[config.mk]
export PLATFORM = sky130hd
export DESIGN_NAME = ro_frame_serializer
export DESIGN_NICKNAME = d
export VERILOG_FILES = /design/src/rtl/ro_pkg.sv /design/src/rtl/ro_shift_reg.sv /design/src/rtl/ro_frame_serializer.sv
export SDC_FILE = /design/constraint.sdc
export NUM_CORES = 1
export LEC_CHECK = 0
export CAP_MARGIN = 5
export CORE_MARGIN = 1.5
export CORE_UTILIZATION = 35
export DETAILED_ROUTE_END_ITERATION = 7
export HOLD_SLACK_MARGIN = 0.08
export PLACE_DENSITY = 0.54
export SLEW_MARGIN = 20
export SYNTH_ARGS = -nofsm -noshare
export SYNTH_HDL_FRONTEND = slang
export SYNTH_SLANG_ARGS = --single-unit
[constraint.sdc]
create_clock -name data_clk -period 5.3 [get_ports data_clk]
set_input_delay 0.53 -clock data_clk [delete_from_list [all_inputs] [get_ports data_clk]]
set_output_delay 0.53 -clock data_clk [all_outputs]
set_load 0.05 [all_outputs]
[src/rtl/ro_pkg.sv]
// Shared definitions for the readout frame serializer.
//   ro_state_e  : serializer FSM states
//   RO_SYNC_PAT : default frame sync header pattern
package ro_pkg;

    typedef enum logic [1:0] {
        ST_IDLE = 2'd0,
        ST_SYNC = 2'd1,
        ST_DATA = 2'd2
    } ro_state_e;

    localparam logic [7:0] RO_SYNC_PAT = 8'hA5;

endpackage

[src/rtl/ro_shift_reg.sv]
// Parametrised load/shift register used as the counts shadow and serializer.
// Ports:
//   clk, reset : clock and synchronous active-high reset (clears contents)
//   load       : capture din (optionally shifted once in the same edge)
//   shift      : advance the register by one position
//   dir        : 0 = shift toward bit 0 (head is bit 0), 1 = toward MSB (head is MSB)
//   din        : parallel load value
//   head       : bit currently at the output end of the register
module ro_shift_reg #(
    parameter int W = 16
) (
    input  logic         clk,
    input  logic         reset,
    input  logic         load,
    input  logic         shift,
    input  logic         dir,
    input  logic [W-1:0] din,
    output logic         head
);

    logic [W-1:0] sr_q;
    logic [W-1:0] sr_d;

    function automatic logic [W-1:0] shift1(input logic [W-1:0] v, input logic d);
        shift1 = d ? {v[W-2:0], 1'b0} : {1'b0, v[W-1:1]};
    endfunction

    always_comb begin
        sr_d = sr_q;
        if (load) begin
            // Load+shift lets the first bit leave on the load edge itself.
            sr_d = shift ? shift1(din, dir) : din;
        end else if (shift) begin
            sr_d = shift1(sr_q, dir);
        end
    end

    always_ff @(posedge clk) begin
        if (reset) begin
            sr_q <= '0;
        end else begin
            sr_q <= sr_d;
        end
    end

    assign head = dir ? sr_q[W-1] : sr_q[0];

endmodule

[src/rtl/ro_frame_serializer.sv]
// Readout frame serializer: sends an optional sync header followed by
// NUM_CH counter values, one bit per data_clk cycle, from a snapshot of
// counts taken when the frame is accepted.
// Ports:
//   data_clk    : single clock, rising edge
//   reset       : synchronous active-high reset, aborts any frame
//   start       : request one frame (sampled only when idle)
//   continuous  : at frame end, start the next frame back-to-back
//   counts      : channel k at [k*CNT_W +: CNT_W]
//   data_out    : registered serial bit (0 when bit_valid is low)
//   frame_start : one-cycle pulse with the first bit of a frame
//   bit_valid   : data_out carries a frame bit
//   ch_sel      : channel being sent (0 during the header)
//   busy        : frame in progress
//   done        : one-cycle pulse on the cycle after the last frame bit
module ro_frame_serializer
    import ro_pkg::*;
#(
    parameter int NUM_CH    = 4,
    parameter int CNT_W     = 32,
    parameter int SYNC_W    = 8,
    parameter logic [((SYNC_W > 0) ? SYNC_W : 1)-1:0] SYNC_PAT = RO_SYNC_PAT,
    parameter int MSB_FIRST = 0
) (
    input  logic                       data_clk,
    input  logic                       reset,
    input  logic                       start,
    input  logic                       continuous,
    input  logic [NUM_CH*CNT_W-1:0]    counts,
    output logic                       data_out,
    output logic                       frame_start,
    output logic                       bit_valid,
    output logic [$clog2(NUM_CH)-1:0]  ch_sel,
    output logic                       busy,
    output logic                       done
);

    localparam int TOT_W = NUM_CH * CNT_W;
    localparam int CHW   = $clog2(NUM_CH);
    localparam int MAXW  = (SYNC_W > CNT_W) ? SYNC_W : CNT_W;
    localparam int BCW   = ($clog2(MAXW) > 0) ? $clog2(MAXW) : 1;
    localparam int SPW   = (SYNC_W > 0) ? SYNC_W : 1;

    localparam logic [BCW-1:0] SYNC_LAST = BCW'(SYNC_W - 1);
    localparam logic [BCW-1:0] CNT_LAST  = BCW'(CNT_W - 1);
    localparam logic [CHW-1:0] CH_LAST   = CHW'(NUM_CH - 1);
    localparam logic           DIR       = (MSB_FIRST != 0);

    ro_state_e        state_q, state_d;
    logic [BCW-1:0]   bit_cnt_q, bit_cnt_d;
    logic [CHW-1:0]   ch_sel_q, ch_sel_d;
    logic             data_out_q, data_out_d;
    logic             bit_valid_q, bit_valid_d;
    logic             frame_start_q, frame_start_d;
    logic             done_q, done_d;

    logic [TOT_W-1:0] arranged;
    logic             load_head;
    logic             sr_head;
    logic             sr_load;
    logic             sr_shift;
    logic             begin_frame;

    // Header bit at position pos, counted from the MSB of the pattern.
    function automatic logic sync_bit(input logic [BCW-1:0] pos);
        logic [SPW-1:0] t;
        t = SYNC_PAT << pos;
        return t[SPW-1];
    endfunction

    // For MSB-first the channel order is mirrored so a left shift emits
    // ch0 MSB..LSB, then ch1, and so on.
    always_comb begin
        arranged = counts;
        if (MSB_FIRST != 0) begin
            for (int k = 0; k < NUM_CH; k++) begin
                arranged[(NUM_CH-1-k)*CNT_W +: CNT_W] = counts[k*CNT_W +: CNT_W];
            end
        end
    end

    assign load_head = DIR ? arranged[TOT_W-1] : arranged[0];

    ro_shift_reg #(.W(TOT_W)) u_shadow (
        .clk   (data_clk),
        .reset (reset),
        .load  (sr_load),
        .shift (sr_shift),
        .dir   (DIR),
        .din   (arranged),
        .head  (sr_head)
    );

    // state_q / bit_cnt_q / ch_sel_q describe the bit currently on data_out;
    // the *_d values describe the bit to present after the next edge.
    always_comb begin
        state_d       = state_q;
        bit_cnt_d     = bit_cnt_q;
        ch_sel_d      = ch_sel_q;
        data_out_d    = 1'b0;
        bit_valid_d   = 1'b0;
        frame_start_d = 1'b0;
        done_d        = 1'b0;
        sr_load       = 1'b0;
        sr_shift      = 1'b0;
        begin_frame   = 1'b0;

        case (state_q)
            ST_IDLE: begin
                if (start) begin
                    begin_frame = 1'b1;
                end
            end
            ST_SYNC: begin
                bit_valid_d = 1'b1;
                if (bit_cnt_q == SYNC_LAST) begin
                    state_d    = ST_DATA;
                    bit_cnt_d  = '0;
                    data_out_d = sr_head;
                    sr_shift   = 1'b1;
                end else begin
                    bit_cnt_d  = bit_cnt_q + 1'b1;
                    data_out_d = sync_bit(bit_cnt_q + 1'b1);
                end
            end
            ST_DATA: begin
                if (bit_cnt_q == CNT_LAST && ch_sel_q == CH_LAST) begin
                    done_d    = 1'b1;
                    bit_cnt_d = '0;
                    ch_sel_d  = '0;
                    if (continuous) begin
                        begin_frame = 1'b1;
                    end else begin
                        state_d = ST_IDLE;
                    end
                end else begin
                    bit_valid_d = 1'b1;
                    data_out_d  = sr_head;
                    sr_shift    = 1'b1;
                    if (bit_cnt_q == CNT_LAST) begin
                        bit_cnt_d = '0;
                        ch_sel_d  = ch_sel_q + 1'b1;
                    end else begin
                        bit_cnt_d = bit_cnt_q + 1'b1;
                    end
                end
            end
            default: begin
                state_d = ST_IDLE;
            end
        endcase

        // New frame: snapshot counts and present its first bit next cycle.
        if (begin_frame) begin
            sr_load       = 1'b1;
            frame_start_d = 1'b1;
            bit_valid_d   = 1'b1;
            bit_cnt_d     = '0;
            ch_sel_d      = '0;
            if (SYNC_W > 0) begin
                state_d    = ST_SYNC;
                data_out_d = sync_bit('0);
            end else begin
                state_d    = ST_DATA;
                data_out_d = load_head;
                sr_shift   = 1'b1;
            end
        end
    end

    always_ff @(posedge data_clk) begin
        if (reset) begin
            state_q       <= ST_IDLE;
            bit_cnt_q     <= '0;
            ch_sel_q      <= '0;
            data_out_q    <= 1'b0;
            bit_valid_q   <= 1'b0;
            frame_start_q <= 1'b0;
            done_q        <= 1'b0;
        end else begin
            state_q       <= state_d;
            bit_cnt_q     <= bit_cnt_d;
            ch_sel_q      <= ch_sel_d;
            data_out_q    <= data_out_d;
            bit_valid_q   <= bit_valid_d;
            frame_start_q <= frame_start_d;
            done_q        <= done_d;
        end
    end

    assign data_out    = data_out_q;
    assign frame_start = frame_start_q;
    assign bit_valid   = bit_valid_q;
    assign ch_sel      = ch_sel_q;
    assign busy        = bit_valid_q;
    assign done        = done_q;

endmodule

* Word-level counts from Yosys, hierarchy flattened
Index checks and enable logic that the tools add are counted.
** Word-level totals
- Bits in registers :: 141
- Input port bits :: 132
** Cells by class
- Add/sub/neg operators :: 2
- Eq/ne operators :: 12
- Shift-type cells :: 1
- Mux-type cells :: 29
- Bitwise logic cells :: 2
- Reduce and logical (&&, ||, !) cells :: 10
** Operators by type and width (number)
- $mux 128 :: 3
- $mux 5 :: 3
- $mux 1 :: 12
- $mux 2 :: 5
- $pmux 5 s2 :: 1
- $ne 3x3->1 const B :: 3
- $ne 2x2->1 const B :: 4
- $pmux 1 s2 :: 4
- $reduce_and 4->1 :: 2
- $shl 8x5->8 const A :: 1
- $pmux 2 s3 :: 1
- $reduce_bool 2->1 :: 3
- $add 5x1->5 const B :: 1
- $eq 5x3->1 const B :: 1
- $eq 5x5->1 const B :: 1
- $eq 2x2->1 const B :: 2
- $reduce_or 2->1 :: 2
- $add 2x1->2 const B :: 1
- $eq 2x1->1 const B :: 1
- $logic_not 2->1 :: 1
- $not 1->1 :: 2
- $reduce_and 2->1 :: 1
- $logic_and 1x1->1 :: 1

* Logic depth before layout (Yosys ltp)
- Depth after elaboration :: 6
- Mapped depth :: 9

* Modules after synthesis
A second synthesis with hierarchy kept.
** Second synthesis, totals
- Cells, all modules :: 1149
- Area total of the unflattened synthesis :: 10078.4 µm²
** By module, submodules not included
- ro_shift_reg :: times used 1, cells an instance 1066, area an instance 9347.7 µm²
- ro_frame_serializer :: times used 1, cells an instance 83, area an instance 730.7 µm²

* Least setup slack after synthesis
No wires, ideal clock.
- Path type :: register to register
- Start :: register ch_sel_q[0] (netlist: ch_sel[0])
- End :: register u_shadow.sr_q[67]
- Library setup time :: 132 ps
- Data arrival time :: 1973 ps
- Data required time :: 5168 ps
- Setup slack :: 3195 ps
- Stages on the path, launching flop included :: 9
- Buffers on the path :: 3
- Period minus slack after synthesis :: 2105 ps
- Cells stage by stage :: dfxtp_1 ha_1 buf_2 and3_1 buf_2 buf_2 a211oi_2 o211ai_1 a21oi_1
** Between the ends
- Cells in the longest elaborated chain, start to end :: 6
- Elaborated cells between the ends (all ways) :: 10
- Classes of those cells :: 1 x eq/ne; 7 x mux; 2 x reduce/logical
** RTL lines
- start, declared :: line ro_frame_serializer.sv:51 : logic [CHW-1:0] ch_sel_q, ch_sel_d;
- start signal, assigned :: line ro_frame_serializer.sv:183 : ch_sel_q <= ch_sel_d;
- $eq 2x2->1 * :: line ro_frame_serializer.sv:127 : if (bit_cnt_q == CNT_LAST && ch_sel_q == CH_LAST) begin
- $logic_and 1x1->1 * :: line ro_frame_serializer.sv:127
- $mux 1 :: line ro_frame_serializer.sv:127
- $pmux 1 s2 :: line ro_frame_serializer.sv:108 : case (state_q)
- $mux 128 / $mux 1 (equally long branches) :: line ro_shift_reg.sv:32, ro_frame_serializer.sv:154
- $mux 128 / $reduce_bool 2->1 (equally long branches)
- end signal, assigned :: line ro_shift_reg.sv:42 : sr_q <= sr_d;
- end, declared :: line ro_shift_reg.sv:21 : logic [W-1:0] sr_q;
Every way passes the cells marked *; elsewhere a longest branch is shown, timed or not.
A chain may end at the register's enable or synchronous reset.

* Final worst setup path
- Start :: register state_q[0]
- End :: register u_shadow.sr_q[17]
** Between the ends
- Cells in the longest elaborated chain, start to end :: 4
- Elaborated cells between the ends (all ways) :: 9
- Classes of those cells :: 2 x eq/ne; 5 x mux; 2 x reduce/logical
** RTL lines
- start, declared :: line ro_frame_serializer.sv:49 : ro_state_e state_q, state_d;
- start signal, assigned :: line ro_frame_serializer.sv:181 : state_q <= state_d;
- $eq 2x2->1 (tied with other cells) :: line ro_frame_serializer.sv:108
- $pmux 1 s2 :: line ro_frame_serializer.sv:108
- $mux 128 / $mux 1 (equally long branches) :: line ro_shift_reg.sv:32, ro_frame_serializer.sv:154
- $mux 128 / $reduce_bool 2->1 (equally long branches)
Several ways; a longest one is shown, not always the timed one.

==> results.md <==
Routing:
- The routed design has 33700 um of wire.
- The first routing iteration left 982 violations.
- For this block, the via count after detailed routing is 10800.
- In this run the remaining antenna-violating nets after routing total 0.
- The residual DRC count is 0.
- The first detailed-routing pass ran for 5 iterations.
- The via-per-instance ratio is 6.36.
- The detailed-route wire length per cell is 19.9 um.

Power and ir drop:
- The leakage power figure is 3.28 nW.
- The maximum ir drop on the vdd rail is 194 uV.
- In this run the power density over the cells is 237 nW/um^2.

STA:
- Subtracting the final worst setup slack from the clock period gives 3330 ps.
- The maximum frequency from static timing analysis is 0.300 GHz.
- Adding up every negative setup slack in the final design gives 0 ps.
- For the pin with the worst max-slew slack, the measured transition is 1170 ps.
- Setup repair after global routing left no endpoint under its margin.
- The final number of hold-violating endpoints was 0.
- Dividing the final minimum period by the clock period gives 62.8%.
- The count of final max-slew check failures came to 0.
- The relative slew slack is 22.3%.
- Setup violations remaining at the end of the flow were counted as 0.
- For the final database, setup skew stands at 9.36 ps.

Yosys:
- Of all flip-flops after synthesis, the portion carrying an async set or reset was 0%.
- After synthesis, flip-flops and latches occupy 26.0% of the total area.
- The total nets after synthesis is 1452.
- During synthesis, Yosys emitted a total of 0 warnings.
- The average instance in the mapped netlist occupies 8.25 um^2.
- For this run, the leading register cell type out of synthesis is dfxtp_1.
- The number of instances in the synthesized netlist is 1315.
- The area of the mapped netlist is 10900 um^2.
- The unique cell type count in the Yosys netlist is 38.
- In this run, synthesis inferred 0 flip-flops with an integrated enable.
- Synthesis inferred 141 register bits.

GRT:
- The first global-routing pass estimated 54000 um of wire.
- After global routing the overflow that remains totals 0.
- The largest net degree at the start of global routing is 103.
- The number of global-route vias before repair is 10000.
- Global routing used 20.7% of the available tracks across all layers.
- The number of antenna violations at the first check in global routing was 0.

CTS:
- For the worst-skew pair, the clock arrives at the later sink with an insertion delay of 430 ps.
- The clock tree root buffer cell is clkbuf_16.
- Counting along the longest clock path gives a buffer depth of 2.
- TritonCTS built the clock tree.
- Clock tree synthesis inserted a total of 17 buffers.
- The H-tree was split into 4 levels.
- The clock sink total is 141.
- The number of buffers added for setup after CTS is 0.
- After clock tree synthesis, the clock-pin slew on the worst setup and hold paths is 60 ps.
- In this run, post-CTS hold repair placed 0 buffers.
- The number of gates resized after CTS was 0.

Floorplan:
- The floorplan has 64 rows.
- The die boundary width is 179 um.
- The area of the placeable core is 30600 um^2.
- The starting utilization of the core area is 35.5%.
- The I/O pin count is 139.
- The die outline area is 32100 um^2.
- In this run the vertical extent of the chip is 179 um.

Run:
- The max-cap violation count is 0.

Hold path:
- The min-delay analysis places its worst path in the category reg -> reg.
- In this run the most critical hold path is launched from bit_cnt_q[1].
- The endpoint with the worst hold slack is bit_cnt_q[1].
- The cell count of the worst hold path is 2.

Status:
- The run finished with clean final reports.

Final layout:
- Of the cells placed in the final design, the portion with a size suffix greater than 1 is 11.8%.
- In the layout the commonest cells are 141 x dfxtp_1, 136 x a21oi_1, 136 x clkdlybuf4s50_1.
- The layout overhead on the synthesized area is 16.0%.
- Leaving out fill and tap cells, the most frequent cell in the layout is dfxtp_1.
- In the final design database the tool counted 1424 nets.
- Summing all non-filler instances in the final layout gives an area of 12600 um^2.
- The number of inserted diodes is 0.

Critical path:
- The category of the worst setup path launch point is a flip-flop.
- In this run the worst path has a maximum fanout of 75.
- The arrival time at the worst endpoint is 3600 ps.
- The slack of the worst reg-to-reg path is 1970 ps.
- The worst setup path is captured at a flip-flop.
- For the worst setup path, the data required time is 5570 ps.
- For this run, the slowest stage of the critical path takes 920 ps.
- The worst setup path is of the reg -> reg kind.
- The startpoint identified for the worst register-to-register timing path is state_q[0].
- The worst reg2reg path endpoint is u_shadow.sr_q[17].
- Walking the worst path, the cells encountered are inv_1, ha_4, and3_4, buf_4, a211oi_2, o221ai_1, a21oi_1.
- The number of cells traversed by the worst register-to-register path is 7.
- Among all stages on the critical path, the largest delay is contributed by and3_4.

Placed design:
- The standard cell area after detailed placement is 12000 um^2.
- The placed wire-length estimate after detailed placement is 18600 um.
- The congestion estimate from routability-driven global placement came to 0.738.
- The count of buffers added on input and output ports is 138.
-- synthesized netlist by cell type, drive strengths merged, types with 2 or more instances --
cell type | number | share of area (%)
a211oi | 129 | 13
a21oi | 136 | 6.3
and2 | 3 | 0.17
buf | 113 | 6.4
clkbuf | 95 | 3.3
dfxtp | 141 | 26
ha | 5 | 0.58
inv | 131 | 4.5
nand2 | 5 | 0.17
nand2b | 6 | 0.35
nand3 | 6 | 0.28
nand4 | 130 | 7.5
nor2 | 6 | 0.21
nor3 | 2 | 0.092
nor3b | 2 | 0.14
o211ai | 129 | 8.9
o21ai | 3 | 0.14
o221ai | 127 | 10
o2bb2ai | 128 | 10
or3 | 2 | 0.12
xor2 | 3 | 0.24
-- metal layers --
layer	wire (um)	global-route usage [%]
met1	16100	29.1
met4	282	4.48
met3	1700	3.05
met2	15700	33.3
met5	0	0
-- kinds of logic after synthesis --
group,after synthesis,synth area share (%)
AOI/OAI and AO/OA,657,49.3
and+or+nand+nor,168,9.51
DFF,141,26.0
xor gates and xnor gates,4,0.323
adders and majority gates,5,0.576
muxes,1,0.104
buffers and inverters,339,14.2
-- layout make-up --
cell class | count | area, um^2
fill | 3105 | 18000
multi-input combinational | 835 | 6560
sequential | 141 | 2820
timing repair buffer | 161 | 1590
tap | 396 | 495
inverter | 131 | 492
clock buffer | 19 | 443
clock inverter | 13 | 189
-- metrics by stage --
stage	hold slack (ps)	instances	power, W	setup slack, ps	utilization [%]
finish	496	1696	0.00299	1970	41.2
global route	524	1696	0.00311	1790	41.2
CTS	499	1696	0.00301	2010	41.2
detailed placement	490	1664	0.00170	2040	39.1
global placement	481	1664	0.00170	2070	39.1
floorplan	463	1315	0.00150	3190	-
-- state kept, by name, indices dropped and copies added, names as in the netlist --
| name | cells |
|---|---|
| data_out | 1 |
| bit_valid | 1 |
| frame_start | 1 |
| u_shadow.sr_q | 128 |
| ch_sel | 2 |
| done | 1 |
| state_q | 2 |
| bit_cnt_q | 5 |
-- where the power goes --
group,switching (W),internal [W],leakage (nW)
logic,0.000297,0.000243,1.82
registers,0.0000164,0.00112,1.16
clock network,0.000504,0.000804,0.304
total,0.000817,0.00217,3.28
-- worst max-delay path by stage --
stage / from / endpoint / cells past startpoint
2_1_floorplan: ch_sel[0] / u_shadow.sr_q[67] / 8
3_3_place_gp: state_q[0] / u_shadow.sr_q[16] / 7
3_5_place_dp: state_q[0] / u_shadow.sr_q[10] / 7
4_1_cts: state_q[0] / u_shadow.sr_q[17] / 7
5_1_grt: state_q[0] / u_shadow.sr_q[17] / 7
6_report: state_q[0] / u_shadow.sr_q[17] / 7
-- worst max-delay path, delay by kind of cell (launching register included) --
kind / cells / cell delay (ps)
buf+inv: 2 / 630
simple gates: 1 / 920
flops: 1 / 320
fa+ha+maj: 1 / 730
compound gates: 3 / 490
Note: power is estimated with default switching activity, not from simulation.
